### src/rtl/m_ucodeseq.sv
// Microcode sequencer: produces the microcode store index and its advance qualifier.
// It steps, dispatches, redirects to the trap entry, holds on bus waits and freezes during shifts.
module m_ucodeseq #(
   parameter logic [7:0] RESET_ENTRY = 8'h00,
   parameter logic [7:0] TRAP_ENTRY  = 8'hF0,
   parameter int unsigned SHCNT_W    = 5
) (
   input  logic               clk,
   input  logic               RST_I,
   input  logic               dispatch,
   input  logic [7:0]         entry_index,
   input  logic               bus_wait,
   input  logic               start_shift,
   input  logic [SHCNT_W-1:0] shamt,
   input  logic               irq_pending,
   output logic [7:0]         minx,
   output logic               progress_ucode,
   output logic               shift_busy,
   output logic               instret_pulse,
   output logic               trap_taken
);

   typedef enum logic [1:0] {
      S_RUN   = 2'd0,
      S_SHIFT = 2'd1,
      S_WAIT  = 2'd2
   } state_t;

   localparam logic [SHCNT_W-1:0] CNT_ONE = SHCNT_W'(1);

   state_t             state_q, state_d;
   logic [7:0]         minx_q, minx_d;
   logic [SHCNT_W-1:0] cnt_q, cnt_d;
   logic               progress_q;
   logic               busy_q;
   logic               instret_q, instret_d;
   logic               trap_q, trap_d;

   always_comb begin
      state_d   = state_q;
      minx_d    = minx_q;
      cnt_d     = cnt_q;
      instret_d = 1'b0;
      trap_d    = 1'b0;
      case (state_q)
         S_SHIFT: begin
            if (cnt_q == CNT_ONE) begin
               state_d = S_RUN;
               minx_d  = minx_q + 8'd1;
               cnt_d   = '0;
            end else begin
               cnt_d = cnt_q - CNT_ONE;
            end
         end
         default: begin
            // WAIT shares the RUN rules: leaving WAIT applies them to the inputs on the same edge.
            if (bus_wait) begin
               state_d = S_WAIT;
            end else begin
               state_d = S_RUN;
               if (start_shift) begin
                  if (shamt != '0) begin
                     state_d = S_SHIFT;
                     cnt_d   = shamt;
                  end else begin
                     minx_d = minx_q + 8'd1;
                  end
               end else if (dispatch) begin
                  if (irq_pending) begin
                     minx_d = TRAP_ENTRY;
                     trap_d = 1'b1;
                  end else begin
                     minx_d    = entry_index;
                     instret_d = 1'b1;
                  end
               end else begin
                  minx_d = minx_q + 8'd1;
               end
            end
         end
      endcase
   end

   always_ff @(posedge clk or posedge RST_I) begin
      if (RST_I) begin
         state_q    <= S_RUN;
         minx_q     <= RESET_ENTRY;
         cnt_q      <= '0;
         progress_q <= 1'b1;
         busy_q     <= 1'b0;
         instret_q  <= 1'b0;
         trap_q     <= 1'b0;
      end else begin
         state_q    <= state_d;
         minx_q     <= minx_d;
         cnt_q      <= cnt_d;
         progress_q <= (state_d == S_RUN);
         busy_q     <= (state_d == S_SHIFT);
         instret_q  <= instret_d;
         trap_q     <= trap_d;
      end
   end

   assign minx           = minx_q;
   assign progress_ucode = progress_q;
   assign shift_busy     = busy_q;
   assign instret_pulse  = instret_q;
   assign trap_taken     = trap_q;

endmodule
### config.mk
export PLATFORM = sky130hd
export DESIGN_NAME = m_ucodeseq
export DESIGN_NICKNAME = d
export VERILOG_FILES = /design/src/rtl/m_ucodeseq.sv
export SDC_FILE = /design/constraint.sdc
export NUM_CORES = 1
export LEC_CHECK = 0
export CAP_MARGIN = 25
export CORE_MARGIN = 5
export CORE_UTILIZATION = 51
export DETAILED_ROUTE_END_ITERATION = 10
export PLACE_DENSITY_LB_ADDON = 0.15
export SYNTH_ARGS = -nofsm -noshare
export SYNTH_HDL_FRONTEND = slang
export SYNTH_SLANG_ARGS = --single-unit
### constraint.sdc
create_clock -name clk -period 2.2 [get_ports clk]
set_input_delay 0.44 -clock clk [delete_from_list [all_inputs] [get_ports clk]]
set_output_delay 0.44 -clock clk [all_outputs]
set_load 0.1 [all_outputs]
Word-level counts from Yosys, hierarchy flattened:

Cells that the tools add are included.

* output and inout bits: 12
* logic and storage cells: 48
* input bits: 19
* flip-flop bits (word level): 19

* eq/ne operators: 6
* reduce and logical (&&, ||, !) cells: 6
* muxes and demuxes: 27
* add/sub/neg operators: 2

Operator list (number)
* $mux 8: 7
* $mux 5: 5
* $mux 1: 12
* $add 8x1->8 const B: 1
* $mux 2: 3
* $reduce_and 3->1: 2
* $eq 5x1->1 const B: 1
* $reduce_bool 5->1: 1
* $sub 5x1->5 const B: 1
* $eq 2x1->1 const B: 2
* $reduce_bool 2->1: 2
* $ne 3x2->1 const B: 1
* $logic_not 2->1: 1
* $ne 2x1->1 const B: 1
* $ne 2x2->1 const B: 1

Longest topological paths before layout:

Gate-level depths: netlist (run 1).

* depth after elaboration: 6
* mapped depth: 6
* gate-level depth less buffers: 6

Least setup slack after synthesis (run 1):

OpenSTA, ideal clock, no wires.

* path kind: flip-flop to flip-flop
* start: register minx_q[0] (netlist: minx[0])
* end: register minx_q[6] (netlist: minx[6])
* setup slack: 0.377 ns
* clock period less this slack: 1.823 ns
* required time: 2.121 ns
* buffers on the path: 0
* arrival time: 1.744 ns
* cell stages (with the launch flop): 6
* cell sequence: dfrtp_1 > ha_1 > nand2_1 > o22ai_1 > a31oi_1 > a21oi_1

* cells in the longest elaborated chain, start to end: 5
* elaborated cells between the ends (all ways): 7
* classes of those cells: 1 x add/sub; 6 x mux

Ends and longest elaborated chain
* start, declared: line 32 `logic [7:0] minx_q, minx_d;`
* start signal, assigned: line 95 `minx_q <= minx_d;`
* $add 8x1->8 (*): line 49, 66, 77
* $mux 8, on equally long branches: line 68, 62
* $mux 8: line 61 `if (start_shift) begin`
* $mux 8: line 57 `if (bus_wait) begin`
* $mux 8 (*): line 45 `case (state_q)`

Mark *: on every way between the ends. The rest lies on a longest branch, timed or not. The select of a mux whose other input is x is not followed.
A chain may end at the register's enable or synchronous reset.

Worst setup path in the final report (run 1):

* start: input port shamt[0]
* end: register minx_q[3] (netlist: minx[3])

* cells in the longest elaborated chain, start to end: 3

Ends and longest elaborated chain
* start, declared: line 14 `input logic [SHCNT_W-1:0] shamt,`
* $reduce_bool 5->1: line 62 `if (shamt != '0) begin`
* $ne 3x2->1 (no line)
* $reduce_and 3->1 (no line)

No other way between the ends.

==> reports/metrics.csv, run 1 <==
stage,metric,value,unit
floorplanning,die_w,57.1,um
cells_and_area,fin_util,0.693,
timing,maxSlewHeadroom,0.537,
synth,syn-cell-area,1130,sq um
global_route,track_usage,0.188,
synth,yosys_most_used_dff,dfrtp_1,
floorplanning,io_pins,31,
clock_tree,htree_levels,1,
cells_and_area,multi_input_area,604,sq um
worst_setup_path,r2r-start,state_q[1],
timing,fin_setup_tns,0,ns
timing,period_share,0.852,
power_and_ir_drop,p_leak,0.628,nW
synth,syn_nets,139,
worst_setup_path,crit_slowest_cell,clkdlybuf4s50_1,
routing,antenna_left,0,
worst_setup_path,worstPathMaxFanout,9,
floorplanning,core,2170,sq um
timing,min_period,1.87,ns
timing,skew,0.00604,ns
placed_design,portBuffers,30,
global_route,grt.busiest_layer,met2,
job,max_cap_viol_count,0,
global_route,grt_max_degree,20,
global_route,grt_pass1_wl,4.86,mm
cells_and_area,seqCellArea,477,sq um
worst_setup_path,critPathArrivalTime,2.05,ns
floorplanning,die_area,3260,sq um
floorplanning,initial_core_util,0.522,
global_route,antenna_found_initial,0,
worst_setup_path,critPathCaptureType,register,
worst_setup_path,crit_required,2.38,ns
worst_setup_path,worst-setup-path-type,input pin to register,
status,status,"finished, final reports clean",
synth,synth_seq_cells,19,
global_route,met3_usage,0.0407,
worst_setup_path,reg2reg_depth,5,
synth,syn_area_per_cell,9.68,sq um
routing,first_iter_violations,49,
routing,drt-vias-per-instance,6.02,
worst_setup_path,crit_buf_inv,1,
cells_and_area,drive_above_1_share,0.200,
floorplanning,num_rows,17,
synth,yosys_warnings,0,
cells_and_area,fin_nets,178,
clock_tree,cts_resized,0,
worst_setup_path,timing.rr.end,minx[4],
worst_hold_path,min_to,cnt_q[4],
clock_tree,numClockSinks,19,
cells_and_area,synthToLayoutAreaGrowth,32.7,%
worst_setup_path,r2r_slack,0.36,ns
power_and_ir_drop,ir_drop,0.928,mV
synth,ys_types,38,
worst_hold_path,hp-start,cnt_q[4],
global_route,met2_usage,0.294,
clock_tree,cts_root_buf,clkbuf_4,
synth,synth-edff-count,0,
worst_hold_path,min_path_cells,1,
synth,seq_area_frac_synth,0.421,
timing,worst_pin_slew,0.694,ns
power_and_ir_drop,total_power,2.17,mW
global_route,grt_use_met1,0.260,
floorplanning,die_h,57.1,um
cells_and_area,n_fill_cell,184,
global_route,grt_pass1_vias,1080,
timing,whs,0.505,ns
timing,rsz0062_at_grt,false,
routing,wl_per_cell,16.1,um
clock_tree,clock_latency,0.30,ns
clock_tree,clockBufferDepth,2,
worst_setup_path,critPathMaxStageDelay,0.43,ns
cells_and_area,antenna_cells,0,
global_route,overflow,0,
clock_tree,cts_tree,yes,
routing,vias,1102,
synth,async_flop_share,1.00,
routing,totalWireLength,2.94,mm
placed_design,gp_congestion,0.906,
timing,max_freq,533,MHz
timing,hold_viol,0,
clock_tree,cts_buffers,3,
placed_design,post-dp-hpwl,2.26,mm
timing,drv_slew,0,
clock_tree,hold_buffers,0,
synth,netlist_instances,117,
worst_setup_path,path_cells,"clkdlybuf4s50_1, or3_4, o221ai_4, and2_1, a31oi_1",
worst_hold_path,hold_path_class,register to register,
routing,drc_errors,0,
routing,first_pass_iters,4,
power_and_ir_drop,power.density,1440,nW/um^2
worst_setup_path,crit_family,simple AND/OR/NAND/NOR gates,
clock_tree,clk_pin_slew,0.11,ns
worst_setup_path,start_kind,input pin,
timing,finalSetupViolCount,0,
clock_tree,postCtsSetupBuffers,0,
worst_setup_path,worstSetupStartpoint,shamt[0],
## cell usage in the layout, fill, tap and decap left out, drive strengths merged, types with 5 or more instances in the layout
cell type       n
a31oi          10
nor2b           5
clkdlybuf4s50  18
dfrtp          18
inv             6
a21oi           6
nand2           6
nand3           5
o21ai           6
buf            21
## synthesized netlist by cell type (2+ instances only)
library cell / instances / area share
a21oi_1: 6 / 0.027
a22o_1: 2 / 0.015
a22oi_1: 3 / 0.020
a31oi_1: 10 / 0.055
and2_1: 2 / 0.011
buf_2: 2 / 0.0088
clkbuf_1: 2 / 0.0066
dfrtp_1: 18 / 0.40
ha_1: 3 / 0.033
inv_1: 6 / 0.020
mux2i_1: 2 / 0.018
nand2_1: 6 / 0.020
nand2b_1: 3 / 0.017
nand3_1: 5 / 0.022
nand3b_1: 2 / 0.013
nor2_1: 3 / 0.0099
nor2b_1: 5 / 0.028
o21ai_0: 6 / 0.027
o22ai_1: 4 / 0.022
o2bb2ai_1: 3 / 0.023
o31ai_1: 3 / 0.020
o32ai_1: 3 / 0.023
or3_1: 2 / 0.011
or3_4: 2 / 0.020
## sequential cells by signal, summed over array words and instances, names as in the netlist
| signal | cells |
|---|---|
| cnt_q | 5 |
| instret_pulse | 1 |
| minx | 8 |
| progress_ucode | 1 |
| shift_busy | 1 |
| state_q | 2 |
| trap_taken | 1 |
## cell type report
class,count,area share
clock buffer,4,0.0175
timing repair buffer,39,0.225
sequential,19,0.317
multi-input combinational,87,0.402
inverter,6,0.0150
tap,28,0.0233
## stage by stage
stage,cell area [sq um],instances,setup WS [ns]
CTS,1500,183,0.323
finish,1500,183,0.325
global placement,1480,179,0.0780
detailed placement,1480,179,0.00604
floorplan,1130,117,0.377
global route,1500,183,0.220
## worst max-delay path by stage
| stage | to | cells after the start | slack [ns] |
|---|---|---|---|
| after floorplan | minx[6] | 5 | 0.38 |
| after global placement | minx[0] | 5 | 0.08 |
| after detailed placement | minx[1] | 5 | 0.006 |
| after CTS | minx[3] | 5 | 0.32 |
| after global routing | minx[3] | 5 | 0.22 |
| final | minx[3] | 5 | 0.33 |
## metal layers
metal | part of all wire | routed length, um | vias up
li1 | - | - | 530
met1 | 0.45 | 1310 | 506
met2 | 0.46 | 1360 | 62
met3 | 0.083 | 244 | 4
met4 | 0.0099 | 29 | 0
met5 | 0 | 0 | -
## kinds of logic (layout without fill, tap and decap cells)
logic type | Yosys count | in the layout | synth area share
AO/OA/AOI/OAI | 46 | 46 | 0.294
adder cells (fa/ha/maj) | 3 | 3 | 0.0332
buffers and inverters | 11 | 49 | 0.0453
flip-flops | 19 | 19 | 0.421
multiplexers | 2 | 2 | 0.0177
AND/OR/NAND/NOR | 36 | 36 | 0.189
## power breakdown
group	internal [mW]	total, mW	switching [mW]
registers	0.489	0.634	0.145
clock network	0.0707	0.179	0.108
logic	0.375	1.35	0.978
Power figures use the tool's default switching activity.
==> run 2, diff against run 1 <==
--- a/config.mk
+++ b/config.mk
@@ -10,6 +10,7 @@
 export CORE_UTILIZATION = 51
 export DETAILED_ROUTE_END_ITERATION = 10
 export PLACE_DENSITY_LB_ADDON = 0.15
+export REMOVE_ABC_BUFFERS = 1
 export SYNTH_ARGS = -nofsm -noshare
 export SYNTH_HDL_FRONTEND = slang
 export SYNTH_SLANG_ARGS = --single-unit
==> run 2 against run 1 <==
Compared with the run above:
- first-iteration DRC count is 24% lower
- setup slack worse by 0.028 ns
- sequential cell count stayed put
- sequential share of layout area is 0.16 points lower
- cell area is 0.50% higher
- worst hold slack better by 0.00081 ns
- fmax is 1.5% lower
==> reports/metrics.csv, run 2 (synthesized netlist as in run 1, its figures left out) <==
stage,metric,value,unit,change
routing,drt-vias-per-instance,5.98,,-0.72%
cells_and_area,n_fill_cell,193,,+4.9%
worst_setup_path,worstSetupStartpoint,shamt[0],,
worst_setup_path,crit_slowest_cell,clkdlybuf4s50_1,,
floorplanning,core,2170,sq um,unchanged
routing,totalWireLength,2.89,mm,-1.6%
routing,vias,1100,,-0.18%
worst_setup_path,critPathArrivalTime,2.07,ns,+0.02 ns
timing,maxSlewHeadroom,0.529,,-0.00791
placed_design,placed_area,1480,sq um,+0.51%
timing,min_period,1.90,ns,+0.0278 ns
cells_and_area,antenna_cells,0,,unchanged
worst_setup_path,worstSetupEndpoint,minx[3],,
clock_tree,cts_tree,yes,,
clock_tree,clk_pin_slew,0.11,ns,about the same
worst_setup_path,crit_buf_inv,1,,unchanged
worst_setup_path,worst-setup-path-type,input pin to register,,
worst_setup_path,path_cells,"clkdlybuf4s50_1, or3_4, o221ai_4, and2_1, a31oi_1",,
floorplanning,die_w,57.1,um,unchanged
worst_setup_path,start_kind,input pin,,
worst_setup_path,critPathMaxStageDelay,0.44,ns,about the same
timing,skew,0.00551,ns,-0.000535 ns
routing,antenna_left,0,,unchanged
timing,period_share,0.865,,+0.0126
worst_setup_path,critPathCaptureType,register,,
power_and_ir_drop,ir_drop,1.13,mV,+22%
global_route,overflow,0,,unchanged
clock_tree,htree_levels,1,,unchanged
status,status,"finished, final reports clean",,
timing,drv_slew,0,,unchanged
cells_and_area,fin_nets,179,,+0.56%
global_route,antenna_found_initial,0,,unchanged
worst_hold_path,hold_path_class,register to register,,
global_route,grt_pass1_vias,1087,,+0.65%
floorplanning,io_pins,31,,unchanged
placed_design,gp_congestion,0.916,,+1.1%
worst_setup_path,r2r-start,state_q[1],,
placed_design,place_inst,180,,+0.56%
cells_and_area,layout.cells.most_common,buf_4,,
floorplanning,die_h,57.1,um,unchanged
job,max_cap_viol_count,0,,unchanged
worst_setup_path,r2r_slack,0.41,ns,+0.05 ns
clock_tree,clock_latency,0.29,ns,about the same
routing,wl_per_cell,15.7,um,-2.2%
worst_setup_path,worstPathMaxFanout,9,,unchanged
clock_tree,clockBufferDepth,2,,unchanged
timing,max_freq,526,MHz,-1.5%
worst_setup_path,timing.rr.end,minx[5],,
timing,finalSetupViolCount,0,,unchanged
clock_tree,cts_buffers,3,,unchanged
worst_setup_path,crit_family,simple AND/OR/NAND/NOR gates,,
worst_hold_path,hp-start,cnt_q[4],,
routing,drc_errors,0,,unchanged
global_route,track_usage,0.196,,+0.00762
clock_tree,numClockSinks,19,,unchanged
timing,hold_viol,0,,unchanged
power_and_ir_drop,power.density,1440,nW/um^2,-0.32%
routing,first_pass_iters,4,,unchanged
global_route,grt_max_degree,20,,unchanged
worst_setup_path,cp.depth,5,,unchanged
worst_setup_path,crit_required,2.36,ns,-0.02 ns
cells_and_area,drive_above_1_share,0.205,,+0.00513
cells_and_area,layout_common_cells,"buf_4 (22), dfrtp_1 (18), clkdlybuf4s50_1 (18)",,
power_and_ir_drop,p_leak,0.633,nW,+0.83%
cells_and_area,fin_area,1510,sq um,+0.50%
clock_tree,postCtsSetupBuffers,0,,unchanged
global_route,grt_pass1_wl,5.11,mm,+5.1%
clock_tree,hold_buffers,0,,unchanged
floorplanning,initial_core_util,0.522,,unchanged
placed_design,post-dp-hpwl,2.28,mm,+0.91%
cells_and_area,largest_register_ffs,8,,unchanged
clock_tree,cts_resized,0,,unchanged
placed_design,portBuffers,30,,unchanged
cells_and_area,instances_no_fill,184,,+0.55%
timing,rsz0062_at_grt,false,,
worst_setup_path,reg2reg_depth,5,,unchanged
floorplanning,num_rows,17,,unchanged
routing,first_iter_violations,37,,-24%
floorplanning,die_area,3260,sq um,unchanged
timing,worst_pin_slew,0.706,ns,+0.0119 ns
cells_and_area,synthToLayoutAreaGrowth,33.4,%,
clock_tree,cts_root_buf,clkbuf_4,,
==> run 2: cell types whose count changed in the layout (fill, tap and decap cells not counted), sizes merged <==
cell,previous run,this run
buf,21,22
==> run 2: area by class of cell <==
type	instances	area, sq um	area share
multi-input cells	87	604	0.400
flip-flops and latches	19	477	0.316
repair buffers	40	345	0.229
well taps	28	35.0	0.0232
clock buffers	4	26.3	0.0174
inverters	6	22.5	0.0149
==> run 2: worst min-delay path by stage <==
stage / end / slack (ns) / cells after the start
after floorplan: cnt_q[0] / 0.39 / 1
after global placement: cnt_q[4] / 0.48 / 1
after detailed placement: cnt_q[4] / 0.48 / 1
after CTS: cnt_q[4] / 0.51 / 1
after global routing: cnt_q[4] / 0.56 / 1
final: cnt_q[4] / 0.51 / 1
==> run 2: layer usage <==
layer / track usage / vias to the layer above / wire length, um / part of all wire
met5: 0 / - / 0 / 0
met4: 0.0497 / 0 / 50 / 0.017
met3: 0.0362 / 6 / 218 / 0.075
met2: 0.320 / 41 / 1400 / 0.48
met1: 0.268 / 522 / 1220 / 0.42
li1: - / 531 / - / -
==> run 2: where the power goes <==
| group | internal [mW] | switching, mW | total [mW] |
|---|---|---|---|
| logic | 0.377 | 0.975 | 1.35 |
| registers | 0.489 | 0.152 | 0.641 |
| clock network | 0.0703 | 0.106 | 0.176 |
| total | 0.937 | 1.23 | 2.17 |
==> run 2: worst reg2reg max path, cell delays in order (launching register included) <==
cell     delay (ns)
dfrtp_1        0.39
nor2b_1        0.51
nor2_1         0.18
buf_4          0.19
o32ai_1        0.31
a21oi_1        0.11
==> run 2: stage by stage <==
| step | TNS [ns] | utilization | hold slack (ns) | power (mW) | setup slack [ns] |
|---|---|---|---|---|---|
| finish | 0 | 0.696 | 0.505 | 2.17 | 0.297 |
| global route | 0 | 0.696 | 0.560 | 2.30 | 0.183 |
| CTS | 0 | 0.696 | 0.505 | 2.17 | 0.304 |
| detailed placement | -0.0210 | 0.684 | 0.481 | 1.99 | -0.0133 |
| global placement | 0 | 0.684 | 0.485 | 1.96 | 0.0652 |
| floorplan | 0 | - | 0.390 | 1.64 | 0.377 |
==> run 3, diff against run 2 <==
--- a/config.mk
+++ b/config.mk
@@ -6,11 +6,10 @@
 export NUM_CORES = 1
 export LEC_CHECK = 0
 export CAP_MARGIN = 25
-export CORE_MARGIN = 5
+export CORE_MARGIN = 1.5
 export CORE_UTILIZATION = 51
 export DETAILED_ROUTE_END_ITERATION = 10
 export PLACE_DENSITY_LB_ADDON = 0.15
-export REMOVE_ABC_BUFFERS = 1
 export SYNTH_ARGS = -nofsm -noshare
 export SYNTH_HDL_FRONTEND = slang
 export SYNTH_SLANG_ARGS = --single-unit
==> run 3 against run 2 <==
Compared with the run above:
- fmax grew 0.96%
- wire length shrank 4.2%
- cell area shrank 1.5%
- core utilization grew 4.0 points
- non-clock buffer count shrank 3
- sequential power shrank 0.9%
- sequential share of layout area grew 0.48 points
- via count is the same
- register-to-register slack gained 0.11 ns
- critical endpoint unchanged
==> reports/metrics.csv, run 3 (synthesized netlist as in run 1, its figures left out) <==
stage,metric,value,unit,change
clock_tree,cts_tree,yes,,
job,max_cap_viol_count,0,,unchanged
floorplanning,initial_core_util,0.560,,+0.0381
timing,skew,0.00378,ns,-0.00172 ns
clock_tree,clock_latency,0.29,ns,about the same
cells_and_area,antenna_cells,0,,unchanged
cells_and_area,drive_above_1_share,0.196,,-0.00905
timing,hold_viol,0,,unchanged
routing,antenna_left,0,,unchanged
routing,drc_errors,0,,unchanged
timing,worst_pin_slew,0.674,ns,-0.0317 ns
worst_setup_path,path_cells,"clkdlybuf4s50_1, or3_4, o221ai_4, and2_1, a31oi_1",,
floorplanning,core,2020,sq um,-6.8%
worst_setup_path,crit_family,simple AND/OR/NAND/NOR gates,,
global_route,met3_usage,0.0364,,+0.000165
worst_hold_path,min_path_cells,1,,unchanged
global_route,grt_max_degree,20,,unchanged
clock_tree,cts_root_buf,clkbuf_4,,
power_and_ir_drop,p_leak,0.621,nW,-1.9%
timing,period_share,0.857,,-0.00820
routing,totalWireLength,2.77,mm,-4.2%
clock_tree,cts_resized,0,,unchanged
worst_setup_path,critPathMaxStageDelay,0.43,ns,about the same
worst_setup_path,start_kind,input pin,,
worst_setup_path,reg2reg_depth,4,,-1
routing,first_pass_iters,4,,unchanged
routing,drt-vias-per-instance,6.11,,+2.2%
timing,min_period,1.88,ns,-0.0180 ns
global_route,track_usage,0.236,,+0.0399
timing,drv_slew,0,,unchanged
global_route,grt_pass1_vias,999,,-8.1%
timing,whs,0.510,ns,+0.00484 ns
cells_and_area,layout.cells.most_common,buf_4,,
placed_design,portBuffers,30,,unchanged
cells_and_area,largest_register_ffs,8,,unchanged
clock_tree,numClockSinks,19,,unchanged
global_route,grt.busiest_layer,met2,,
clock_tree,htree_levels,1,,unchanged
routing,vias,1100,,unchanged
routing,first_iter_violations,66,,+78%
worst_setup_path,cp.depth,5,,unchanged
timing,rsz0062_at_grt,false,,
clock_tree,clockBufferDepth,2,,unchanged
worst_setup_path,worst-setup-path-type,input pin to register,,
global_route,overflow,0,,unchanged
global_route,met2_usage,0.355,,+0.0355
clock_tree,clk_pin_slew,0.11,ns,about the same
power_and_ir_drop,ir_drop,1.30,mV,+15%
worst_setup_path,critPathCaptureType,register,,
timing,max_freq,531,MHz,+0.96%
global_route,antenna_found_initial,0,,unchanged
floorplanning,die_area,2510,sq um,-23%
clock_tree,postCtsSetupBuffers,0,,unchanged
worst_hold_path,hold_path_class,register to register,,
status,status,"finished, final reports clean",,
routing,wl_per_cell,15.4,um,-2.1%
timing,finalSetupViolCount,0,,unchanged
cells_and_area,layout_common_cells,"buf_4 (19), dfrtp_1 (18), clkdlybuf4s50_1 (18)",,
worst_setup_path,crit_required,2.37,ns,about the same
floorplanning,die_h,50.1,um,-12%
cells_and_area,fin_util,0.736,,+0.0397
floorplanning,io_pins,31,,unchanged
timing,fin_setup_tns,0,ns,unchanged
worst_setup_path,crit_slowest_cell,clkdlybuf4s50_1,,
cells_and_area,fin_nets,176,,-1.7%
clock_tree,hold_buffers,0,,unchanged
worst_setup_path,crit_buf_inv,1,,unchanged
placed_design,gp_congestion,0.914,,-0.17%
power_and_ir_drop,power.density,1460,nW/um^2,+1.3%
cells_and_area,n_fill_cell,155,,-20%
timing,maxSlewHeadroom,0.550,,+0.0212
clock_tree,cts_buffers,3,,unchanged
worst_setup_path,critPathArrivalTime,2.05,ns,-0.02 ns
global_route,grt_use_met1,0.345,,+0.0766
power_and_ir_drop,total_power,2.17,mW,-0.19%
floorplanning,die_w,50.1,um,-12%
placed_design,post-dp-hpwl,2.10,mm,-7.6%
cells_and_area,synthToLayoutAreaGrowth,31.4,%,
cells_and_area,instances_no_fill,180,,-2.2%
global_route,grt_pass1_wl,4.49,mm,-12%
worst_setup_path,worstPathMaxFanout,9,,unchanged
placed_design,place_inst,176,,-2.2%
floorplanning,num_rows,16,,-1
-- run 3: layout make-up --
cell class / instances / area (sq um) / area share
inverters: 6 / 22.5 / 0.0151
well taps: 27 / 33.8 / 0.0227
clock inverters: 1 / 5.00 / 0.00336
clock buffers: 3 / 22.5 / 0.0151
flip-flops and latches: 19 / 477 / 0.320
repair buffers: 37 / 323 / 0.217
multi-input cells: 87 / 604 / 0.406
-- run 3: report_power, final --
| group | switching (mW) | internal [mW] | leakage (nW) |
|---|---|---|---|
| clock | 0.105 | 0.0677 | 0.0177 |
| combinational | 0.983 | 0.374 | 0.381 |
| sequential | 0.146 | 0.489 | 0.223 |
| total | 1.23 | 0.931 | 0.621 |
-- run 3: final timing paths --
path / start / endpoint / slack, ns
min reg2reg: cnt_q[4] / cnt_q[4] / 0.51
max in group asynchronous: RST_I / cnt_q[0] / 1.23
min: cnt_q[4] / cnt_q[4] / 0.51
min in group asynchronous: RST_I / minx[7] / 0.54
max reg2reg: state_q[1] / minx[2] / 0.52
max: shamt[0] / minx[3] / 0.32
-- run 3: per-stage QoR --
| step | worst slack, ns | instance area [sq um] |
|---|---|---|
| floorplan | 0.377 | 1130 |
| global placement | 0.0652 | 1460 |
| detailed placement | 0.0101 | 1460 |
| CTS | 0.317 | 1490 |
| global route | 0.217 | 1490 |
| finish | 0.315 | 1490 |
-- run 3: per-layer routing --
metal,part of all wire,vias up
met4,0.0097,0
met5,0,-
met2,0.45,60
met3,0.080,6
li1,-,528
met1,0.46,506
==> RTL edit (flow settings as in run 3) <==
Register the input `irq_pending` before use, cleared by the reset. The logic sees it one clock later. The other inputs are not delayed to match.
--- a/src/rtl/m_ucodeseq.sv
+++ b/src/rtl/m_ucodeseq.sv
@@ -27,6 +27,16 @@
    } state_t;
 
    localparam logic [SHCNT_W-1:0] CNT_ONE = SHCNT_W'(1);
+
+   logic irq_pending_q;
+
+   always_ff @(posedge clk or posedge RST_I) begin
+      if (RST_I) begin
+         irq_pending_q <= '0;
+      end else begin
+         irq_pending_q <= irq_pending;
+      end
+   end
 
    state_t             state_q, state_d;
    logic [7:0]         minx_q, minx_d;
@@ -66,7 +76,7 @@
                      minx_d = minx_q + 8'd1;
                   end
                end else if (dispatch) begin
-                  if (irq_pending) begin
+                  if (irq_pending_q) begin
                      minx_d = TRAP_ENTRY;
                      trap_d = 1'b1;
                   end else begin
Formal check against the unedited RTL: not equivalent (Yosys sat finds a counterexample within 4 cycles, from zero or initial values and one cycle with RST_I high).
==> RTL edit against run 3 <==
- clock skew decreased by 0.00072 ns
- sequential cell count increased by 1
- cell area increased by 4.5%
- total power increased by 2.2%
- die area increased by 2.9%
- worst setup slack got worse by 0.051 ns
- synthesized area increased by 3.1%
- wire length increased by 4.3%
- global-route usage increased by 3.0 points
==> RTL edit: results (changes against run 3) <==
run status finished, final reports clean; worst hold-check path type input port to async pin; DPL Wire Length 2196 µm (+4.3%); slowest cell on the critical path clkdlybuf4s50_1; max reg flops 8 (unchanged); Port Buffers 30 (unchanged); top post-synthesis cells by count dfrtp_1 (19), a31oi_1 (7), inv_1 (7), nand2_1 (7), o21ai_0 (7); Post-Syn Nets 142 (+2.2%); placed cell count 182 (+3.4%); Clock Path Buffers 2 (unchanged); post-synthesis sequential area ratio 42.98% (+0.88 points); post-CTS setup buffers 0 (unchanged); TritonCTS buffer count 3 (unchanged); Slew @ Worst Pin 0.4112 ns (-0.2631 ns); synth top area cells dfrtp_1 (41%), a31oi_1 (3.8%), ha_1 (3.2%); Critical Path AT 2.18 ns (+0.13 ns); Avg Synthesized Cell Area 9.728 µm² (+0.52%); post_cts resized 0 (unchanged); skew final 0.003060 ns (-0.0007247 ns); pin count of the biggest net entering global routing 21 (+5.0%); top_reg_cell synth dfrtp_1; Post-synth ARST share 100.0% (unchanged); total number of vias 1120 (+1.8%); Final Non-Filler Cells 186 (+3.3%); Initial DRT Pass Iterations 4 (unchanged); drt wl/cell 15.54 µm (+0.93%); detailed-route DRC error count 0 (unchanged); Worst-path clk slew around 0.12 ns; area post-placement 0.001519 mm² (+4.0%); Diodes inserted 0 (unchanged); global placer's final weighted congestion 0.9200 (+0.61%); Root Driver clkbuf_4; Max FO, Critical Path 9 (unchanged); crit-path max cell delay 0.44 ns; gr usage total 26.58% (+3.0 points); Iteration-0 DRC Markers 29 (-56%); antenna violations before repair 0 (unchanged); first-pass GRT wire length 5209 µm (+16%); delay-heaviest family, CP simple AND/OR/NAND/NOR gates; Max IR drop VDD 0.9020 mV (-31%); Ys Warns 0 (unchanged); Clk Latency, worst-skew pair 0.30 ns; H-Tree Depth 1 (unchanged); layout cells sized above 1 20.89% (+1.3 points); Synth cell types 39 (+2.6%); Leak 0.6715 nW (+8.1%)
## RTL edit: cell count changes after synthesis, sizes merged, moves of 3 or more
| cell | run 3 | this run |
|---|---|---|
| a31oi | 10 | 7 |
| nand4 | 0 | 3 |
| nor3 | 0 | 3 |
| o32ai | 3 | 0 |
| o41ai | 0 | 3 |
## RTL edit: per-stage QoR
stage	power (mW)	worst slack [ns]	hold slack, ns
2_1_floorplan	1.658	0.2964	0.4031
3_3_place_gp	1.958	0.05327	0.5187
3_5_place_dp	1.995	-0.01256	0.5377
4_1_cts	2.215	0.3046	0.4553
5_1_grt	2.346	0.2122	0.4759
6_report	2.212	0.2644	0.4458
## RTL edit: layer usage
metal  vias to the layer above  share of wire (%)  global-route usage (%)  routed length [µm]
met2                        57                 47                   42.32                1355
li1                        533                  -                       -                   -
met5                         -                  0                       0                   0
met4                         0                1.5                   10.36                  43
met3                         6                8.0                   3.801                 230
met1                       524                 44                   36.87                1261
## RTL edit: tightest hold or removal path, stage by stage
cell             delay (ns)
clkdlybuf4s50_1        0.39
inv_1                  0.05
buf_4                  0.26
## RTL edit: power by group
group	switching [mW]	internal [mW]
clock network	0.115	0.101
logic	0.949	0.379
registers	0.160	0.508
total	1.22	0.988
## RTL edit: kinds of logic after synthesis
| group | Yosys count | share of synthesized area (%) |
|---|---|---|
| muxes | 3 | 2.572 |
| and+or+nand+nor | 38 | 18.86 |
| AOI/OAI and AO/OA | 43 | 27.65 |
| adders and majority gates | 3 | 3.216 |
| buffers and inverters | 13 | 4.717 |
| DFF | 20 | 42.98 |
## RTL edit: worst paths after layout
path	from	end	slack, ns	depth (start not counted)
min in group clk	minx[7]	minx[7]	0.56	1
max in group asynchronous	RST_I	progress_ucode	1.48	3
setup reg to reg	cnt_q[1]	minx[7]	0.40	7
hold reg to reg	minx[7]	minx[7]	0.56	1
hold / removal	RST_I	shift_busy	0.45	3
setup / recovery	shamt[1]	minx[7]	0.26	5
## RTL edit: layout make-up
type / count / area [µm²]
Fill cell: 174 / 635.6
Multi-Input combinational cell: 87 / 610.6
Sequential cell: 20 / 501.7
Timing Repair Buffer: 40 / 345.3
Clock buffer: 4 / 36.28
Tap cell: 28 / 35.03
Inverter: 7 / 26.28
